### config.mk
export PLATFORM = sky130hd
export DESIGN_NAME = alu_sequencer_flat
export DESIGN_NICKNAME = d
export VERILOG_FILES = /design/src/rtl/alu_seq_pkg.sv /design/src/rtl/alu_sequencer_if.sv /design/src/rtl/alu_core.sv /design/src/rtl/alu_sequencer.sv /design/src/flat_wrapper.sv
export SDC_FILE = /design/constraint.sdc
export NUM_CORES = 1
export LEC_CHECK = 0
export BUFFER_PORTS_ARGS = -buffer_cell sky130_fd_sc_hd__buf_2
export CELL_PAD_IN_SITES_DETAIL_PLACEMENT = 1
export CELL_PAD_IN_SITES_GLOBAL_PLACEMENT = 2
export CORE_ASPECT_RATIO = 0.75
export CORE_MARGIN = 4
export CORE_UTILIZATION = 39
export CTS_BUF_LIST = sky130_fd_sc_hd__clkbuf_4 sky130_fd_sc_hd__clkbuf_8
export DETAILED_ROUTE_END_ITERATION = 16
export MAX_ROUTING_LAYER = met4
export PLACE_DENSITY_LB_ADDON = 0.1
export SYNTH_ARGS = -nofsm -noshare
export SYNTH_HDL_FRONTEND = slang
export SYNTH_SLANG_ARGS = --single-unit
### constraint.sdc
create_clock -name clk -period 5.4 [get_ports clk]
set_input_delay 0.27 -clock clk [delete_from_list [all_inputs] [get_ports clk]]
set_output_delay 0.27 -clock clk [all_outputs]
set_load 0.03 [all_outputs]
### src/rtl/alu_seq_pkg.sv
// Shared op codes and controller state encoding for the ALU sequencer.
package alu_seq_pkg;

    localparam logic [2:0] OP_ADD = 3'b000;
    localparam logic [2:0] OP_SUB = 3'b001;
    localparam logic [2:0] OP_AND = 3'b010;
    localparam logic [2:0] OP_OR  = 3'b011;
    localparam logic [2:0] OP_XOR = 3'b100;
    localparam logic [2:0] OP_SLT = 3'b101;
    localparam logic [2:0] OP_SLL = 3'b110;
    localparam logic [2:0] OP_MUL = 3'b111;

    typedef enum logic [1:0] {
        IDLE = 2'd0,
        EXEC = 2'd1,
        MUL  = 2'd2,
        DONE = 2'd3
    } state_t;

endpackage

### src/rtl/alu_sequencer_if.sv
// Request/result handshake bundle between the driver (master) and the sequencer (slave).
interface alu_sequencer_if #(
    parameter int W = 32
);
    logic         in_valid;
    logic         in_ready;
    logic [2:0]   in_op;
    logic [W-1:0] in_a;
    logic [W-1:0] in_b;
    logic         out_valid;
    logic         out_ready;
    logic [W-1:0] out_result;
    logic         out_carry;
    logic         busy;

    modport master (
        output in_valid, in_op, in_a, in_b, out_ready,
        input  in_ready, out_valid, out_result, out_carry, busy
    );

    modport slave (
        input  in_valid, in_op, in_a, in_b, out_ready,
        output in_ready, out_valid, out_result, out_carry, busy
    );
endinterface

### src/rtl/alu_core.sv
// Combinational single-cycle ALU for every op except MUL; MUL yields zero here.
module alu_core
    import alu_seq_pkg::*;
#(
    parameter int W = 32
) (
    input  logic [2:0]   op,
    input  logic [W-1:0] a,
    input  logic [W-1:0] b,
    output logic [W-1:0] result,
    output logic         carry
);
    localparam int SW = $clog2(W);

    logic [W:0]    sum;
    logic [W:0]    diff;
    logic [SW-1:0] shamt;
    logic          lt;

    assign sum   = {1'b0, a} + {1'b0, b};
    assign diff  = {1'b0, a} + {1'b0, ~b} + {{W{1'b0}}, 1'b1};
    assign shamt = b[SW-1:0];
    assign lt    = $signed(a) < $signed(b);

    always_comb begin
        // NOTE: defaults first so no path through the case leaves an output unassigned (no latch).
        result = '0;
        carry  = 1'b0;
        case (op)
            OP_ADD: begin
                result = sum[W-1:0];
                carry  = sum[W];
            end
            OP_SUB: begin
                result = diff[W-1:0];
                carry  = diff[W];
            end
            OP_AND:  result = a & b;
            OP_OR:   result = a | b;
            OP_XOR:  result = a ^ b;
            OP_SLT:  result = {{(W-1){1'b0}}, lt};
            OP_SLL:  result = a << shamt;
            default: result = '0;
        endcase
    end

endmodule

### src/rtl/alu_sequencer.sv
// Controller: accepts one request, runs it (single cycle or W-step shift-add MUL),
// and holds the result until the consumer takes it.
module alu_sequencer
    import alu_seq_pkg::*;
#(
    parameter int W = 32
) (
    input  logic       clk,
    input  logic       rst,
    alu_sequencer_if.slave bus
);
    localparam int             CW       = $clog2(W);
    localparam logic [CW-1:0] CNT_LAST = CW'(W - 1);

    state_t        state;
    logic [2:0]    op_r;
    logic [W-1:0]  a_r;
    logic [W-1:0]  b_r;
    logic [W-1:0]  acc;
    logic [W-1:0]  mcand;
    logic [W-1:0]  mplier;
    logic [CW-1:0] cnt;
    logic [W-1:0]  acc_next;
    logic [W-1:0]  core_result;
    logic          core_carry;
    logic          accept;

    assign accept   = bus.in_valid && (state == IDLE);
    assign acc_next = mplier[0] ? acc + mcand : acc;

    assign bus.in_ready = (state == IDLE);
    assign bus.busy     = (state != IDLE);

    alu_core #(.W(W)) u_core (
        .op     (op_r),
        .a      (a_r),
        .b      (b_r),
        .result (core_result),
        .carry  (core_carry)
    );

    // NOTE: operand and iterator data registers have no reset; each is loaded on accept before it is read.
    always_ff @(posedge clk) begin
        if (accept) begin
            op_r <= bus.in_op;
            a_r  <= bus.in_a;
            b_r  <= bus.in_b;
        end
        if (state == MUL) begin
            mcand  <= mcand << 1;
            mplier <= mplier >> 1;
        end else if (accept) begin
            mcand  <= bus.in_a;
            mplier <= bus.in_b;
        end
    end

    always_ff @(posedge clk) begin
        if (rst) begin
            state          <= IDLE;
            bus.out_valid  <= 1'b0;
            bus.out_result <= '0;
            bus.out_carry  <= 1'b0;
            cnt            <= '0;
            acc            <= '0;
        end else begin
            case (state)
                IDLE: begin
                    if (bus.in_valid) begin
                        acc   <= '0;
                        cnt   <= '0;
                        state <= (bus.in_op == OP_MUL) ? MUL : EXEC;
                    end
                end
                EXEC: begin
                    bus.out_result <= core_result;
                    bus.out_carry  <= core_carry;
                    bus.out_valid  <= 1'b1;
                    state          <= DONE;
                end
                MUL: begin
                    acc <= acc_next;
                    cnt <= cnt + CW'(1);
                    // The last step's sum goes straight to the result register.
                    if (cnt == CNT_LAST) begin
                        bus.out_result <= acc_next;
                        bus.out_carry  <= 1'b0;
                        bus.out_valid  <= 1'b1;
                        state          <= DONE;
                    end
                end
                DONE: begin
                    if (bus.out_ready) begin
                        bus.out_valid <= 1'b0;
                        state         <= IDLE;
                    end
                end
                default: state <= IDLE;
            endcase
        end
    end

endmodule

### src/flat_wrapper.sv
// flat-port wrapper written by rule: the top's interface ports become plain ports
module alu_sequencer_flat import alu_seq_pkg::*;
#(
    parameter int W = 32
)
  (clk, rst, bus_in_valid, bus_in_op, bus_in_a, bus_in_b, bus_out_ready, bus_in_ready, bus_out_valid, bus_out_result, bus_out_carry, bus_busy);
  alu_sequencer_if #(.W(W)) bus_i ();
  input  logic clk;
  input  logic rst;
  input wire logic [$bits(bus_i.in_valid)-1:0] bus_in_valid;
  input wire logic [$bits(bus_i.in_op)-1:0] bus_in_op;
  input wire logic [$bits(bus_i.in_a)-1:0] bus_in_a;
  input wire logic [$bits(bus_i.in_b)-1:0] bus_in_b;
  input wire logic [$bits(bus_i.out_ready)-1:0] bus_out_ready;
  output wire logic [$bits(bus_i.in_ready)-1:0] bus_in_ready;
  output wire logic [$bits(bus_i.out_valid)-1:0] bus_out_valid;
  output wire logic [$bits(bus_i.out_result)-1:0] bus_out_result;
  output wire logic [$bits(bus_i.out_carry)-1:0] bus_out_carry;
  output wire logic [$bits(bus_i.busy)-1:0] bus_busy;
  assign bus_i.in_valid = bus_in_valid;
  assign bus_i.in_op = bus_in_op;
  assign bus_i.in_a = bus_in_a;
  assign bus_i.in_b = bus_in_b;
  assign bus_i.out_ready = bus_out_ready;
  assign bus_in_ready = bus_i.in_ready;
  assign bus_out_valid = bus_i.out_valid;
  assign bus_out_result = bus_i.out_result;
  assign bus_out_carry = bus_i.out_carry;
  assign bus_busy = bus_i.busy;
  alu_sequencer #(.W(W)) u_core (.clk(clk), .rst(rst), .bus(bus_i));
endmodule
* Word level (Yosys, flattened, before mapping)
Cells that the tools add are included.
Operators by class: $lt $le $gt $ge 1, bitwise gates (word level) 4, reduce and logical (&&, ||, !) cells 12, shift operators 1, $add $sub $neg 5, mux-type cells 23, equality and inequality tests 14
Operators with widths (number):
- 32-bit one-hot mux with 7 select lines | 1
- 32-bit 2-to-1 mux | 5
- 32-bit one-hot mux with 2 select lines | 2
- 32-bit by 32-bit adder with 33-bit output | 2
- 31-bit 2-to-1 mux | 2
- 33-bit by 1-bit adder with 33-bit output (second input constant) | 1
- 32-bit adder | 1
- 32-bit AND | 1
- 32-bit less-than comparator | 1
- 32-bit inverter | 1
- 32-bit OR | 1
- 32-bit by 5-bit << shifter with 32-bit output | 1
- 32-bit bitwise XOR | 1
- 3-bit equality test (second input constant) | 4
- 5-bit one-hot mux with 2 select lines | 1
- 2-bit 2-to-1 mux | 4
- 2-bit one-hot mux with 4 select lines | 1
- 2-bit nonzero test | 4
- 3-bit by 2-bit equality test with 1-bit output (second input constant) | 2
- 2-bit inequality test (second input constant) | 3
- 3-bit AND reduction | 2
- 5-bit by 1-bit adder with 5-bit output (second input constant) | 1
- 5-bit equality test (second input constant) | 1
- 5-bit 2-to-1 mux | 1
- 11 further kinds | 16
Word-level totals: logic and storage cells 73, output and inout port bits 36, input bits 71, bits in registers 204

* Longest topological paths before layout
Gate-level depths: netlist (run 1).
depth in word-level cells 5, depth in mapped cells 15, depth with buffers taken out 13

* By module
A second synthesis (run 1) with hierarchy kept.
Second synthesis, totals: cell total of the unflattened synthesis 1953, area, all modules 16925.0 um^2
By module, submodules not included:
- alu_sequencer | sequential area each 5375.2 um^2, instances 1, area an instance 9736.8 um^2, cells each 916
- alu_core | sequential area each 0.0 um^2, instances 1, area an instance 7188.1 um^2, cells each 1037

* Worst setup path before layout (run 1)
OpenSTA, ideal clock, no wires.
path kind reg2reg, from register u_core.b_r[2], to register u_core.bus.out_carry, path slack 1.243 ns, period minus slack after synthesis 4.157 ns, arrival 4.066 ns, cell stages (with the launch flop) 16, path buffers 3, setup time 0.091 ns, data required time 5.309 ns, path through edfxtp_1 -> clkbuf_1 -> inv_2 -> buf_1 -> clkbuf_1 -> ha_1 -> o21ba_2 -> o2111a_1 -> o31a_1 -> or3_4 -> a21oi_4 -> o211ai_4 -> a21oi_2 -> nor2_1 -> or4_1 -> a311oi_1
On the way: longest elaborated chain between the ends 5, elaborated cells on any way between the ends 6, those cells by class add/sub: 3; mux: 2; bitwise: 1
Ends and longest elaborated chain:
- start: declaration | line alu_sequencer.sv:18 | logic [W-1:0] b_r;
- start signal: assignment | line alu_sequencer.sv:47 | b_r <= bus.in_b;
- 32-bit inverter | line alu_core.sv:21 | assign diff = {1'b0, a} + {1'b0, ~b} + {{W{1'b0}}, 1'b1};
- 32-bit by 32-bit adder with 33-bit output | line alu_core.sv:21
- 33-bit by 1-bit adder with 33-bit output | line alu_core.sv:21
- 1-bit one-hot mux with 2 select lines (*) | line alu_core.sv:29 | case (op)
- 1-bit one-hot mux with 2 select lines (*) | line alu_sequencer.sv:67 | case (state)
- end signal: assignment | line alu_sequencer.sv:77 | bus.out_carry <= core_carry;
- end: declaration | line alu_sequencer_if.sv:23 | output in_ready, out_valid, out_result, out_carry, busy
Mark *: on every way between the ends. The rest lies on a longest branch, timed or not. A chain may end at the register's enable or synchronous reset.

* Final worst setup path (run 1)
from register u_core.b_r[2], to register u_core.bus.out_result[30]
On the way: longest elaborated chain between the ends 5, elaborated cells on any way between the ends 7, those cells by class add/sub: 3; shift: 1; mux: 2; bitwise: 1
Ends and longest elaborated chain:
- 32-bit inverter | line alu_core.sv:21
- 32-bit by 32-bit adder with 33-bit output | line alu_core.sv:21
- 33-bit by 1-bit adder with 33-bit output | line alu_core.sv:21
- 32-bit one-hot mux with 7 select lines (*) | line alu_core.sv:29
- 32-bit one-hot mux with 2 select lines (*) | line alu_sequencer.sv:67
- end signal: assignment | line alu_sequencer.sv:76 | bus.out_result <= core_result;
- end signal: assignment | line alu_sequencer.sv:86 | bus.out_result <= acc_next;
- end: declaration | line alu_sequencer_if.sv:23
Marks and branches as above.

==> metrics, run 1 <==
worst endpoint required time=5.87 ns; met1 Use GR=42.78%; dominant synthesized flop cell=edfxtp_1; Routed WL per cell=25.80 um; Worst setup SP type=register; Mapped Cells=1,943; grt met2 use=a little over two fifths; RSZ-0062 raised after global routing=no; post-synthesis sequential area ratio=about 32%; multi-input logic area=around 10,000 um2; Tmin final=4.524 ns; CP endpoint=u_core.bus.out_result[30]; CTS tree=done; peak supply drop=0.2601 mV; Clock Tree Root=clkbuf_8; Detail Placement HPWL=50,940 um; DRC violations left=0; post-layout total power=8.289 mW; global-route wire length before repair=roughly 100,000 um; htree depth=2; initial antenna violation count=0; Die Y-Extent=186.9 um; aggregate global-route resource usage=29.99%; status=finished, final reports clean; fin nets=between 2,000 and 2,500; mapped cell area=roughly 17,000 um2; area growth from synthesis to layout=15.05%; Initial Util=roughly 39%; clk_lat worst skew=0.59 ns; crit path from=u_core.b_r[2]; gpl congestion=0.9741; post-CTS resize count=0; Synth Warn #=0; Hold Crit Depth=4; Final Hold Viols=0; Clk pin slew, worst setup/hold paths=0.07 ns; Setup Fix Bufs, Post-CTS=0; FF-to-FF Start=u_core.b_r[2]; Via density=about 6; fillers=5,045; full die area=46,050 um2; LEAKAGE=7.719 nW; clock tree sinks=between 200 and 250; Synth top area share=23.29%; fmax=221.0 MHz; largest net degree at the start of global routing=67; total CTS buffers=37; Core Rows=65; Pre-antenna DRT Iters=5; final wirelength=68,790 um; Syn Nets=2,167; Most Crowded Layer GR=met2; share of layout cells above drive strength 1=14.69%; endpoints failing setup=0; critical path class=reg2reg; M3 GR Usage=4.987%; maxcap violations=0; CP Max Fanout=20; DR iter-0 viols=1,435; Worst EP arrival=about 5 ns; global route overflow=0; share of the clock period used by the worst path=83.78%; power density over the cells=433.1 nW/um2; Area contributors post-synth=edfxtp_1 (23%), ha_1 (11%), dfxtp_1 (9.0%); max-slew violations=0; io pins=107; CP Capture Type=register; Clock Skew=between 0.03 and 0.04 ns; post-route ant nets=0; Die X=246.5 um; vias in the first global route=16,500; Worst-Margin Slew=1.196 ns; Yosys cell types=82; mean area per synthesized cell=8.561 um2; flops & latches, synth=204; Reg area=5375 um2; Hold Path Class=in2reg; Worst slew margin=19.68%; Reg2Reg Depth=12; Worst R2R Setup Slack=approximately 0.9 ns; EDFF count, synth=129; setup_tns=0 ns; top cell type by total area after synthesis=edfxtp_1; end of the worst register-to-register path=u_core.bus.out_result[30]; Synth async-reset ratio=0%; clock buffer depth=3; core area=42,130 um2; port bufs=between 100 and 150; via count of the routed design=16,340
cells by family (layout without fill, tap and decap cells):
group | count (synthesis) | after routing | synth area share (%)
compound gates | 632 | 632 | 24.92
flops | 204 | 204 | 32.32
buf+inv | 242 | 395 | 5.544
simple gates | 567 | 567 | 14.92
xor+xnor | 37 | 37 | 1.948
mux | 108 | 108 | 8.711
fa+ha+maj | 153 | 153 | 11.64
other cells | 0 | 1 | 0
per-layer routing:
metal,vias up,share of wire [%]
met5,-,0
met4,0,3.3
met3,108,6.8
met2,588,43
met1,8202,47
li1,7445,-
layout by cell type (no fill, tap or decap), types with 21 or more instances in the layout:
cell type      Yosys  routed
o22ai_1           25      25
buf_2              5     106
mux2i_1           30      30
a21o_1            21      21
o21bai_1          25      25
ha_1             150     149
mux4_2            24      24
buf_4              0      32
a211oi_1          41      41
a31oi_1           27      26
o21ai_0          133     132
inv_1            120     120
nand3_1           36      36
nor3_1            42      41
nor2_1           194     193
xnor2_1           26      26
clkbuf_8           0      40
mux2_2            54      54
a21oi_1          159     158
dlygate4sd3_1      0      67
dfxtp_1           75      75
a22oi_1           39      39
nand2_1          209     208
edfxtp_1         129     129
o211ai_1          22      22
repair_timing:
| action | CTS | global route |
|---|---|---|
| setup endpoints to repair | 0 | 0 |
| hold buffers | 67 | 0 |
| endpoints found under the hold margin | 92 | 0 |
metrics by stage:
step	hold slack [ns]	utilization [%]	std cells	area, um2	worst slack (ns)
CTS	0.01121	45.42	2665	19130	0.9696
floorplan	0.3689	-	1943	16630	1.243
finish	0.03254	45.43	2666	19140	0.8761
global route	0.07827	45.42	2665	19130	0.6717
global placement	0.4421	42.13	2532	17750	1.088
detailed placement	0.4514	42.13	2532	17750	0.9933
critical path, stage by stage, from the launching register on:
cell      delay [ns]
edfxtp_1        0.84
inv_2           0.08
ha_1            0.46
a211oi_1        0.17
o211ai_1        0.47
nand2_1         0.17
o211ai_1        0.51
a21oi_1         0.31
o41ai_1         0.49
xor2_1          0.12
a221oi_1        0.31
o22ai_1         0.16
o31a_1          0.29
cell usage after synthesis (6+ instances only):
cell type / instances
xnor2_1: 26
mux2i_1: 30
nor2_1: 194
a211oi_1: 41
a21o_1: 21
nand3b_1: 6
buf_1: 15
ha_1: 150
and3_1: 9
a221o_1: 6
inv_1: 120
a22oi_1: 39
nor2b_1: 8
dfxtp_1: 75
o31ai_1: 18
o21a_1: 8
o221ai_1: 8
a311oi_1: 14
o22ai_1: 25
a21oi_1: 159
or3_1: 11
a32oi_1: 7
a31oi_1: 27
o211ai_1: 22
xor2_1: 11
a311o_1: 6
mux4_2: 24
nand2b_1: 13
a221oi_1: 10
clkbuf_1: 98
nand3_1: 36
mux2_2: 54
nand4_1: 11
o21ai_0: 133
edfxtp_1: 129
o21bai_1: 25
nand2_1: 209
a211o_1: 6
nor3_1: 42
power breakdown:
part	switching, mW	internal [mW]	leakage [nW]
logic	2.88	1.40	5.48
registers	0.372	2.12	1.86
clock network	0.734	0.781	0.384
sequential cells by signal, indices dropped and copies added, names as in the netlist:
register,cells
u_core.mcand,32
u_core.op_r,3
u_core.state,2
u_core.mplier,32
u_core.bus.out_valid,1
u_core.b_r,32
u_core.cnt,5
u_core.bus.out_carry,1
u_core.acc,32
u_core.a_r,32
u_core.bus.out_result,32
worst min path at each step:
stage / start / end / slack, ns
after floorplan: bus_in_a[0] / u_core.a_r[0] / 0.37
after global placement: u_core.cnt[4] / u_core.cnt[4] / 0.44
after detailed placement: u_core.mplier[31] / u_core.mplier[31] / 0.45
after CTS: bus_out_ready / u_core.bus.out_valid / 0.01
after global routing: bus_out_ready / u_core.bus.out_valid / 0.08
final: bus_out_ready / u_core.bus.out_valid / 0.03
area by class of cell:
type	instances	share of cell area [%]
inverters	123	2.426
clock buffers	54	3.426
well taps	569	3.720
flip-flops and latches	204	28.09
diodes	1	0.01308
clock inverters	12	0.3204
multi-input cells	1497	54.37
repair buffers	206	7.636
Power figures use the tool's default switching activity.
==> run 2, diff against run 1 <==
--- a/config.mk
+++ b/config.mk
@@ -10,7 +10,7 @@
 export CELL_PAD_IN_SITES_GLOBAL_PLACEMENT = 2
 export CORE_ASPECT_RATIO = 0.75
 export CORE_MARGIN = 4
-export CORE_UTILIZATION = 39
+export CORE_UTILIZATION = 36
 export CTS_BUF_LIST = sky130_fd_sc_hd__clkbuf_4 sky130_fd_sc_hd__clkbuf_8
 export DETAILED_ROUTE_END_ITERATION = 16
 export MAX_ROUTING_LAYER = met4
==> constraint.sdc (replaced) <==
create_clock -name clk -period 3.8 [get_ports clk]
set_input_delay 0.19 -clock clk [delete_from_list [all_inputs] [get_ports clk]]
set_output_delay 0.19 -clock clk [all_outputs]
set_load 0.03 [all_outputs]
==> run 2 against run 1 <==
Net effect:
- the run now ends with negative setup slack left
- count of clock-buffer cells in the layout decreased by 5
- clock skew decreased by 0.0048 ns
- cell area increased by 6.2%
==> metrics, run 2 (same netlist as run 1, synthesis figures left out) <==
CP Capture Type=register (unchanged); CTS tree=done (unchanged); maxcap violations=0 (unchanged); Die X=256.2 um (was 246.5 um); Clock Tree Root=clkbuf_8 (unchanged); Clk pin slew, worst setup/hold paths=0.06 ns (was 0.07 ns); most frequent cells in the layout=nand2_1 (208), nor2_1 (192), a21oi_1 (157) (was nand2_1 (208), nor2_1 (193), a21oi_1 (158)); power density over the cells=616.6 nW/um2 (was 433.1 nW/um2); gpl congestion=0.9487 (was 0.9741); CP Max Fanout=6 (was 20); Worst slew margin=28.98% (was 19.68%); fin area=20,320 um2 (was 19,140 um2); final std cells w/o fill=2,814 (was 2,666); Die Y-Extent=194.2 um (was 186.9 um); htree depth=2 (unchanged); RSZ-0062 raised after global routing=yes (was no); Core Rows=67 (was 65); placed insts=2,673 (was 2,532); Initial Util=36.81% (was 39.48%); full die area=49,740 um2 (was 46,050 um2); aggregate global-route resource usage=29.77% (was 29.99%); final wirelength=74,120 um (was 68,790 um); area growth from synthesis to layout=22.18% (was 15.05%); max-slew violations=0 (unchanged); share of layout cells above drive strength 1=20.06% (was 14.69%); setup ws final=-0.1110 ns (was 0.8761 ns); core area=45,180 um2 (was 42,130 um2); DR iter-0 viols=1,152 (was 1,435); share of the clock period used by the worst path=102.9% (was 83.78%); vias in the first global route=17,000 (was 16,500); port bufs=106 (unchanged); status=finished, violations left (was finished, final reports clean); critical path class=reg2reg (unchanged); global route overflow=0 (unchanged); post-route ant nets=0 (unchanged); pre-CTS setup slack=-0.1581 ns (was 0.9933 ns); DRC violations left=0 (unchanged); CP delay by family, top=compound AO/OA/AOI/OAI gates (unchanged); WP buf/inv=2 (was 1); fmax=255.7 MHz (was 221.0 MHz); largest net degree at the start of global routing=110 (was 67); io pins=107 (unchanged); Final Hold Viols=0 (unchanged); Tmin final=3.911 ns (was 4.524 ns); Detail Placement HPWL=55,840 um (was 50,940 um); clock tree sinks=204 (unchanged); total CTS buffers=38 (was 37); global-route wire length before repair=110,500 um (was 103,600 um); LEAKAGE=8.390 nW (was 7.719 nW); Hold Path Class=in2reg (unchanged); Routed WL per cell=26.34 um (was 25.80 um); WHS=0.1078 ns (was 0.03254 ns); Placed Instance Area=18,760 um2 (was 17,750 um2); via count of the routed design=16,670 (was 16,340); Worst EP arrival=4.35 ns (was 5.00 ns); Clock Skew=0.02913 ns (was 0.03396 ns); setup_tns=-0.1110 ns (was 0 ns); Critical Path Max Stage Delay=0.74 ns (was 0.84 ns); initial antenna violation count=1 (was 0); clk_lat worst skew=0.62 ns (was 0.59 ns); worst endpoint required time=4.24 ns (was 5.87 ns); peak supply drop=0.3127 mV (was 0.2601 mV); Pre-antenna DRT Iters=5 (unchanged); endpoints failing setup=1 (was 0); ant diodes=0 (was 1); Via density=5.925 (was 6.130); Worst-Margin Slew=1.050 ns (was 1.196 ns); Slowest-stage cell, CP=a221oi_1 (was edfxtp_1); fin nets=2,424 (was 2,293); most common cell after layout, fill and taps aside=nand2_1 (unchanged); Worst setup SP type=register (unchanged); violated checks=negative setup slack; clock buffer depth=3 (unchanged); CP Cell Sequence=buf_4 > ha_1 > a21oi_1 > o31ai_1 > a221oi_1 > a21oi_4 > o21ai_0 > nand2_1 > a311o_1 > o31ai_1 > buf_4 > a311oi_1 (was inv_2 > ha_1 > a211oi_1 > o211ai_1 > nand2_1 > o211ai_1 > a21oi_1 > o41ai_1 > xor2_1 > a221oi_1 > o22ai_1 > o31a_1)
## run 2: cell types whose count changed in the layout (fill, tap and decap cells not counted), moves of 3 or more
cell / before / now
a211oi_1: 41 / 38
buf_4: 32 / 154
a211oi_2: 0 / 3
buf_12: 1 / 7
clkbuf_4: 14 / 8
clkinv_1: 3 / 8
## run 2: through the flow
stage / power, mW / util (%)
floorplan: 7.341 / -
global placement: 10.01 / 41.53
detailed placement: 10.09 / 41.53
CTS: 12.47 / 44.76
global route: 13.28 / 44.98
finish: 12.53 / 44.98
## run 2: path summary, 6_finish.rpt
check / startpoint / endpoint / slack [ns] / depth (start not counted)
max: u_core.a_r[9] / u_core.bus.out_result[24] / -0.11 / 12
min: bus_in_valid / u_core.mcand[0] / 0.11 / 5
max reg2reg: u_core.a_r[9] / u_core.bus.out_result[24] / -0.11 / 12
min reg2reg: u_core.cnt[4] / u_core.cnt[4] / 0.46 / 2
## run 2: per-layer routing
metal / share of wire [%] / GRT usage, % / vias up
met5: 0 / - / -
met4: 3.2 / 9.056 / 0
met3: 4.7 / 3.630 / 100
met2: 44 / 45.52 / 458
met1: 48 / 41.41 / 8420
li1: - / - / 7695
## run 2: cell type report
| type | instances | area (um2) |
|---|---|---|
| inverter | 123 | 464.2 |
| fill | 5279 | 24860 |
| sequential | 204 | 5375 |
| clock inverter | 19 | 123.9 |
| tap | 586 | 733.2 |
| timing repair buffer | 336 | 2517 |
| clock buffer | 49 | 624.3 |
| multi-input combinational | 1497 | 10480 |
## run 2: report_power, final
part,switching [mW],leakage (nW),total [mW],internal (mW)
registers,0.448,1.86,3.45,3.01
clock network,1.10,0.395,2.25,1.15
logic,4.39,6.14,6.83,2.44
## run 2: worst reg2reg max path: cells and delay by family (launching register included)
kind / cells / cell delay [ns]
AND/OR/NAND/NOR: 1 / 0.16
buffers and inverters: 2 / 0.37
flip-flops: 1 / 0.44
AO/OA/AOI/OAI: 8 / 2.54
adder cells (fa/ha/maj): 1 / 0.23
## run 2: repair_timing
action	4_1_cts	5_1_grt
pin swaps	1	3
endpoints found under the setup margin	4	15
endpoints found under the hold margin	135	0
hold buffers	69	0
resized for setup	3	17
setup buffers	1	3
